===== src/rtl/poro_draw_sequencer_if.sv =====
// Plot/done handshake and object-table write bus between game logic, the draw
// sequencer and the 16x16 sprite graphing unit.
interface poro_draw_sequencer_if #(
  parameter int IDX_W = 3
) ();
  logic             frame_tick;
  logic             obj_we;
  logic [IDX_W-1:0] obj_idx;
  logic [8:0]       obj_x;
  logic [7:0]       obj_y;
  logic             obj_valid;
  logic             plot;
  logic [8:0]       x_out;
  logic [7:0]       y_out;
  logic             done;
  logic             busy;
  logic             frame_done;
  logic [IDX_W:0]   n_skipped;
  logic             err_timeout;
  logic             err_overrun;

  // Sequencer side: initiates plots, consumes table writes and done.
  modport master (
    input  frame_tick, obj_we, obj_idx, obj_x, obj_y, obj_valid, done,
    output plot, x_out, y_out, busy, frame_done, n_skipped,
    output err_timeout, err_overrun
  );

  // Environment side: game logic plus graphing unit.
  modport slave (
    output frame_tick, obj_we, obj_idx, obj_x, obj_y, obj_valid, done,
    input  plot, x_out, y_out, busy, frame_done, n_skipped,
    input  err_timeout, err_overrun
  );
endinterface


===== src/rtl/poro_draw_sequencer.sv =====
// Draw sequencer: holds an object position table and, on each frame_tick,
// walks it in index order issuing one plot per valid on-screen sprite, waiting
// for the graphing unit's done (bounded by a timeout) between plots.
module poro_draw_sequencer #(
  parameter int N_OBJ   = 8,
  parameter int IDX_W   = 3,
  parameter int SPR     = 16,
  parameter int SCR_W   = 320,
  parameter int SCR_H   = 240,
  parameter int TIMEOUT = 1023
) (
  input logic                   clk,
  input logic                   resetn,
  poro_draw_sequencer_if.master bus
);

  typedef enum logic [2:0] {
    S_IDLE, S_SCAN, S_ISSUE, S_WAIT, S_GAP, S_FDONE
  } state_t;

  localparam logic [9:0]       CLIP_X   = 10'(SCR_W - SPR);
  localparam logic [9:0]       CLIP_Y   = 10'(SCR_H - SPR);
  localparam logic [9:0]       TMO      = 10'(TIMEOUT);
  localparam logic [IDX_W-1:0] LAST_IDX = IDX_W'(N_OBJ - 1);

  // Object table
  logic [N_OBJ-1:0] valid_q;
  logic [8:0]       xs_q [N_OBJ];
  logic [7:0]       ys_q [N_OBJ];

  // Walk state and registered outputs
  state_t           state_q;
  logic [IDX_W-1:0] idx_q;
  logic [IDX_W:0]   skip_q;
  logic [9:0]       timer_q;
  logic             plot_q;
  logic [8:0]       x_q;
  logic [7:0]       y_q;
  logic             busy_q;
  logic             frame_done_q;
  logic [IDX_W:0]   n_skipped_q;
  logic             err_timeout_q;
  logic             err_overrun_q;

  logic             cur_valid;
  logic [8:0]       cur_x;
  logic [7:0]       cur_y;
  logic             cur_clipped;
  logic             idx_last;

  // A sprite is clipped when any part would fall past the right/bottom edge;
  // widened to 10 bits so the comparison cannot wrap.
  function automatic logic is_clipped(input logic [8:0] px, input logic [7:0] py);
    return ({1'b0, px} > CLIP_X) || ({2'b00, py} > CLIP_Y);
  endfunction

  // Valid bits are the only table state that needs clearing on reset.
  always_ff @(posedge clk) begin
    if (!resetn)
      valid_q <= '0;
    else if (bus.obj_we)
      valid_q[bus.obj_idx] <= bus.obj_valid;
  end

  // Position payload, written whenever the game logic strobes an entry.
  always_ff @(posedge clk) begin
    if (bus.obj_we) begin
      xs_q[bus.obj_idx] <= bus.obj_x;
      ys_q[bus.obj_idx] <= bus.obj_y;
    end
  end

  // Live read of the entry under the scan pointer.
  always_comb begin
    cur_valid   = valid_q[idx_q];
    cur_x       = xs_q[idx_q];
    cur_y       = ys_q[idx_q];
    cur_clipped = is_clipped(cur_x, cur_y);
    idx_last    = (idx_q == LAST_IDX);
  end

  // Frame walk FSM with registered handshake and status outputs.
  always_ff @(posedge clk) begin
    if (!resetn) begin
      state_q       <= S_IDLE;
      idx_q         <= '0;
      skip_q        <= '0;
      timer_q       <= '0;
      plot_q        <= 1'b0;
      x_q           <= '0;
      y_q           <= '0;
      busy_q        <= 1'b0;
      frame_done_q  <= 1'b0;
      n_skipped_q   <= '0;
      err_timeout_q <= 1'b0;
      err_overrun_q <= 1'b0;
    end else begin
      plot_q       <= 1'b0;
      frame_done_q <= 1'b0;
      if (bus.frame_tick && state_q != S_IDLE)
        err_overrun_q <= 1'b1;
      case (state_q)
        S_IDLE: begin
          if (bus.frame_tick) begin
            state_q <= S_SCAN;
            idx_q   <= '0;
            skip_q  <= '0;
            busy_q  <= 1'b1;
          end
        end
        S_SCAN: begin
          if (cur_valid && !cur_clipped) begin
            state_q <= S_ISSUE;
            plot_q  <= 1'b1;
            x_q     <= cur_x;
            y_q     <= cur_y;
          end else begin
            if (cur_valid)
              skip_q <= skip_q + (IDX_W+1)'(1);
            state_q      <= idx_last ? S_FDONE : S_SCAN;
            frame_done_q <= idx_last;
            idx_q        <= idx_q + IDX_W'(1);
          end
        end
        S_ISSUE: begin
          timer_q <= '0;
          state_q <= S_WAIT;
        end
        S_WAIT: begin
          // done takes priority over a timeout landing on the same cycle
          if (bus.done) begin
            state_q <= S_GAP;
          end else if (timer_q == TMO) begin
            err_timeout_q <= 1'b1;
            state_q       <= idx_last ? S_FDONE : S_SCAN;
            frame_done_q  <= idx_last;
            idx_q         <= idx_q + IDX_W'(1);
          end else begin
            timer_q <= timer_q + 10'd1;
          end
        end
        S_GAP: begin
          // plotter needs one idle cycle to return to its load state
          state_q      <= idx_last ? S_FDONE : S_SCAN;
          frame_done_q <= idx_last;
          idx_q        <= idx_q + IDX_W'(1);
        end
        S_FDONE: begin
          n_skipped_q <= skip_q;
          busy_q      <= 1'b0;
          state_q     <= S_IDLE;
        end
        default: state_q <= S_IDLE;
      endcase
    end
  end

  assign bus.plot        = plot_q;
  assign bus.x_out       = x_q;
  assign bus.y_out       = y_q;
  assign bus.busy        = busy_q;
  assign bus.frame_done  = frame_done_q;
  assign bus.n_skipped   = n_skipped_q;
  assign bus.err_timeout = err_timeout_q;
  assign bus.err_overrun = err_overrun_q;

endmodule


===== src/flat_wrapper.sv =====
// flat-port wrapper written by rule: the top's interface ports become plain ports
module poro_draw_sequencer_flat 
#(
  parameter int N_OBJ   = 8,
  parameter int IDX_W   = 3,
  parameter int SPR     = 16,
  parameter int SCR_W   = 320,
  parameter int SCR_H   = 240,
  parameter int TIMEOUT = 1023
)
  (clk, resetn, bus_frame_tick, bus_obj_we, bus_obj_idx, bus_obj_x, bus_obj_y, bus_obj_valid, bus_done, bus_plot, bus_x_out, bus_y_out, bus_busy, bus_frame_done, bus_n_skipped, bus_err_timeout, bus_err_overrun);
  poro_draw_sequencer_if #(.IDX_W(IDX_W)) bus_i ();
  input logic clk;
  input logic resetn;
  input wire logic [$bits(bus_i.frame_tick)-1:0] bus_frame_tick;
  input wire logic [$bits(bus_i.obj_we)-1:0] bus_obj_we;
  input wire logic [$bits(bus_i.obj_idx)-1:0] bus_obj_idx;
  input wire logic [$bits(bus_i.obj_x)-1:0] bus_obj_x;
  input wire logic [$bits(bus_i.obj_y)-1:0] bus_obj_y;
  input wire logic [$bits(bus_i.obj_valid)-1:0] bus_obj_valid;
  input wire logic [$bits(bus_i.done)-1:0] bus_done;
  output wire logic [$bits(bus_i.plot)-1:0] bus_plot;
  output wire logic [$bits(bus_i.x_out)-1:0] bus_x_out;
  output wire logic [$bits(bus_i.y_out)-1:0] bus_y_out;
  output wire logic [$bits(bus_i.busy)-1:0] bus_busy;
  output wire logic [$bits(bus_i.frame_done)-1:0] bus_frame_done;
  output wire logic [$bits(bus_i.n_skipped)-1:0] bus_n_skipped;
  output wire logic [$bits(bus_i.err_timeout)-1:0] bus_err_timeout;
  output wire logic [$bits(bus_i.err_overrun)-1:0] bus_err_overrun;
  assign bus_i.frame_tick = bus_frame_tick;
  assign bus_i.obj_we = bus_obj_we;
  assign bus_i.obj_idx = bus_obj_idx;
  assign bus_i.obj_x = bus_obj_x;
  assign bus_i.obj_y = bus_obj_y;
  assign bus_i.obj_valid = bus_obj_valid;
  assign bus_i.done = bus_done;
  assign bus_plot = bus_i.plot;
  assign bus_x_out = bus_i.x_out;
  assign bus_y_out = bus_i.y_out;
  assign bus_busy = bus_i.busy;
  assign bus_frame_done = bus_i.frame_done;
  assign bus_n_skipped = bus_i.n_skipped;
  assign bus_err_timeout = bus_i.err_timeout;
  assign bus_err_overrun = bus_i.err_overrun;
  poro_draw_sequencer #(.N_OBJ(N_OBJ), .IDX_W(IDX_W), .SPR(SPR), .SCR_W(SCR_W), .SCR_H(SCR_H), .TIMEOUT(TIMEOUT)) u_core (.clk(clk), .resetn(resetn), .bus(bus_i));
endmodule

===== config.mk =====
export PLATFORM = sky130hd
export DESIGN_NAME = poro_draw_sequencer_flat
export DESIGN_NICKNAME = d
export VERILOG_FILES = /design/src/rtl/poro_draw_sequencer_if.sv /design/src/rtl/poro_draw_sequencer.sv /design/src/flat_wrapper.sv
export SDC_FILE = /design/constraint.sdc
export NUM_CORES = 1
export LEC_CHECK = 0
export CAP_MARGIN = 20
export CORE_MARGIN = 1
export CORE_UTILIZATION = 43
export CTS_BUF_LIST = sky130_fd_sc_hd__clkbuf_4 sky130_fd_sc_hd__clkbuf_8
export CTS_CLUSTER_DIAMETER = 50
export DETAILED_ROUTE_END_ITERATION = 10
export DONT_BUFFER_PORTS = 1
export SYNTH_ARGS = -nofsm -noshare
export SYNTH_HDL_FRONTEND = slang
export SYNTH_SLANG_ARGS = --single-unit

===== constraint.sdc =====
create_clock -name clk -period 2.6 [get_ports clk]
set_input_delay 0.26 -clock clk [delete_from_list [all_inputs] [get_ports clk]]
set_output_delay 0.26 -clock clk [all_outputs]
set_load 0.02 [all_outputs]

==> metrics.cfg <==
[placement]
place_congestion = 0.781
port_buffers = 0
place_area_mm2 = 0.00820
place_hpwl_mm = 9.52

[sta]
fin_setup_tns_ps = -477
finalMaxSlewViolations = 0
relSlewSlack = 0.532
rsz0062_at_grt = yes
max_freq_ghz = 0.376
finalCriticalPeriod_ps = 2660
finClkSkew_ps = 15.4
finalHoldViolCount = 0
max_slew.worst_pin.slew_ps = 697
finalCritPeriodShare = 1.02
setup_viol = 16
worst_slack_ps = -62.2

[floorplan]
die_h_um = 136
rows = 48
start_util = 0.443
coreArea_mm2 = 0.0174
die_area_mm2 = 0.0184
die_w_um = 136
io_pins = 52

[global_route]
grt_pass1_wl_mm = 24.6
grt_max_degree = 25
grt_overflow = 0
grt_pass1_vias = 4541
grtUsageTotal = 0.182
antenna_found_initial = 1

[drt]
ant_nets = 0
drt_pass1_iterations = 4
drt_iter0_markers = 291
vias_per_cell = 5.38
wl_mm = 15.5
drc = 0
via_count = 4369
routedWlPerCell_um = 19.1

[clock_tree]
clock_sinks = 193
clk_pin_slew_ps = 90
insertion_delay_ps = 460
cts_buffers = 17
root_buffer = clkbuf_8
cts_htree_levels = 4
clk_path_buf_depth = 2
cts_tree = done

[synthesis]
synth_edf_count = 136
synth_compound_area_frac = 0.0482
avgSynthCellArea_um2 = 15.0
synth_top_area_share = 0.531
ys_types = 48
syn_area_mm2 = 0.00769
synth-simple-area-share = 0.0887
synth_ff_type = edfxtp_1
synth_top_area_cell = edfxtp_1
ys_ff_latch = 193
synth_adder_area_share = 0.00651
seq_area_frac_synth = 0.679
yosysWarningCount = 0
synth.net_count = 544
synth_mux_area_frac = 0.150
synth_xor_area_frac = 0.00911
synth_top_family_by_area = multiplexers
ys_async_sr_fraction = 0
syn_inst = 514
yosys-top-cells-area = edfxtp_1 (53%), dfxtp_1 (15%), mux4_2 (10%)

[finish]
final_area_mm2 = 0.00900
layout-drive-gt1-share = 0.241
fin_nets = 604
area_growth_pct = 17.1

[worst_setup_path]
crit_chain = clkbuf_16, mux4_2, mux2i_4, nand4_1, a211oi_2, buf_4, o21ai_1, a211o_4, mux2i_1
path_max_fanout = 6
slowest_delay_ps = 540
crit_slowest_cell = mux4_2
cp.required_ps = 2950
worstPathArrival_ps = 3020
path_class = reg -> reg
cp-end-kind = flip-flop
start_kind = flip-flop

[power_and_ir_drop]
power.leakage_nw = 2.98
power.density_mw_per_mm2 = 654
ir_drop_v = 0.000413

[flow_run]
drv_cap = 0

[status]
violations = setup timing
outcome = finished with violations

[hold_path]
hp-start = resetn
hold_class = in -> reg

==> power by group <==
part | leakage (nW) | internal, mW | switching [mW]
Clock | 0.192 | 0.828 | 1.02
Combinational | 1.09 | 0.323 | 0.294
Sequential | 1.70 | 3.38 | 0.0462
Total | 2.98 | 4.53 | 1.36
==> path summary, 6_finish.rpt <==
path | endpoint | slack [ps] | cells after the start
min | u_core.bus.err_overrun$_SDFFE_PN0P_ | 40 | 2
max reg2reg | flip-flop | -60 | 9
min reg2reg | u_core.valid_q[3]$_SDFFE_PN0P_ | 490 | 2
max | flip-flop | -60 | 9
==> per-stage QoR <==
stage          utilization  power (mW)  setup slack [ps]  instances  hold WS (ps)
5_1_grt              0.519        6.13              -156        812          25.9
3_5_place_dp         0.472        3.98              -121        751           359
2_1_floorplan            -        3.83              97.9        514           359
6_report             0.519        5.89             -62.2        812          42.9
4_1_cts              0.514        5.92             -17.1        808          13.1
3_3_place_gp         0.472        3.97             -56.3        751           359
==> layout by cell type, fill, tap and decap left out, types with 3 or more instances in the layout <==
| master | n |
|---|---|
| a21oi_1 | 26 |
| a21oi_2 | 3 |
| buf_12 | 5 |
| buf_4 | 38 |
| clkbuf_4 | 3 |
| clkbuf_8 | 18 |
| dfxtp_1 | 56 |
| dlygate4sd3_1 | 20 |
| edfxtp_1 | 136 |
| ha_1 | 4 |
| inv_1 | 5 |
| inv_8 | 3 |
| mux2_2 | 4 |
| mux2i_1 | 27 |
| mux2i_2 | 5 |
| mux4_2 | 34 |
| nand2_1 | 44 |
| nand2b_1 | 7 |
| nand3_1 | 9 |
| nand4_1 | 7 |
| nor2_1 | 38 |
| nor2_2 | 3 |
| nor2b_1 | 5 |
| nor3_1 | 7 |
| nor3_2 | 4 |
| o21ai_0 | 7 |
| o21ai_1 | 3 |
| o31ai_1 | 3 |
| or2_0 | 10 |
| xnor2_1 | 4 |
| xor2_1 | 4 |
==> final cells by class <==
| class | instances | area, µm² |
|---|---|---|
| Sequential cell | 193 | 5230 |
| Tap cell | 225 | 282 |
| Fill cell | 1440 | 8350 |
| Antenna cell | 1 | 2.50 |
| Inverter | 6 | 22.5 |
| Multi-Input combinational cell | 290 | 2430 |
| Timing Repair Buffer | 66 | 663 |
| Clock buffer | 21 | 270 |
| Clock inverter | 10 | 106 |
==> critical path, delay by kind of cell (launching register included) <==
kind	cells	cell delay, ps
AOI/OAI and AO/OA	3	720
buffers and inverters	2	320
DFF	1	430
muxes	3	890
and+or+nand+nor	1	200
==> routing by layer <==
layer  vias to the layer above  wire [µm]  global-route usage
met1                      2198       6960               0.234
met2                        92       7480               0.302
met5                         -          0                   0
li1                       2068          -                   -
met4                         0        155              0.0524
met3                        11        938              0.0486
==> cells in the mapped netlist (all sizes together), types with 2 or more instances <==
cell    count
nor2b       5
clkbuf     15
xor2        4
a21oi      29
a21boi      2
o21ai      10
o31ai       3
buf        10
mux4       34
nand3       9
mux2        5
or3         2
inv         6
xnor2       4
edfxtp    136
nand4       7
nor2       41
dfxtp      57
a31oi       2
nand2b      8
o211ai      2
ha          4
and3        2
a31o        2
or2        11
nand2      45
mux2i      33
nor3       11
==> cell families after synthesis <==
group           Yosys count
fa+ha+maj                 4
xor+xnor                  8
compound gates           60
buf+inv                  31
mux                      72
flops                   193
simple gates            146
==> state kept, by name, summed over array words and instances (netlist names), 3 cells and up, named ones only <==
| signal | cells |
|---|---|
| u_core.idx_q | 3 |
| u_core.valid_q | 8 |
| u_core.timer_q | 10 |
| u_core.state_q | 3 |
| u_core.bus.x_out | 9 |
| u_core.xs_q | 72 |
| u_core.bus.y_out | 8 |
| u_core.ys_q | 64 |
| u_core.skip_q | 4 |
| u_core.bus.n_skipped | 4 |
==> timing repair <==
action	in CTS	in global routing
hold buffers	20	0
gates cloned	2	1
endpoints found under the setup margin	27	32
pin swaps	0	4
hold endpoints to repair	155	0
resized for setup	12	16
setup buffers	4	2
Power figures use the tool's default switching activity.
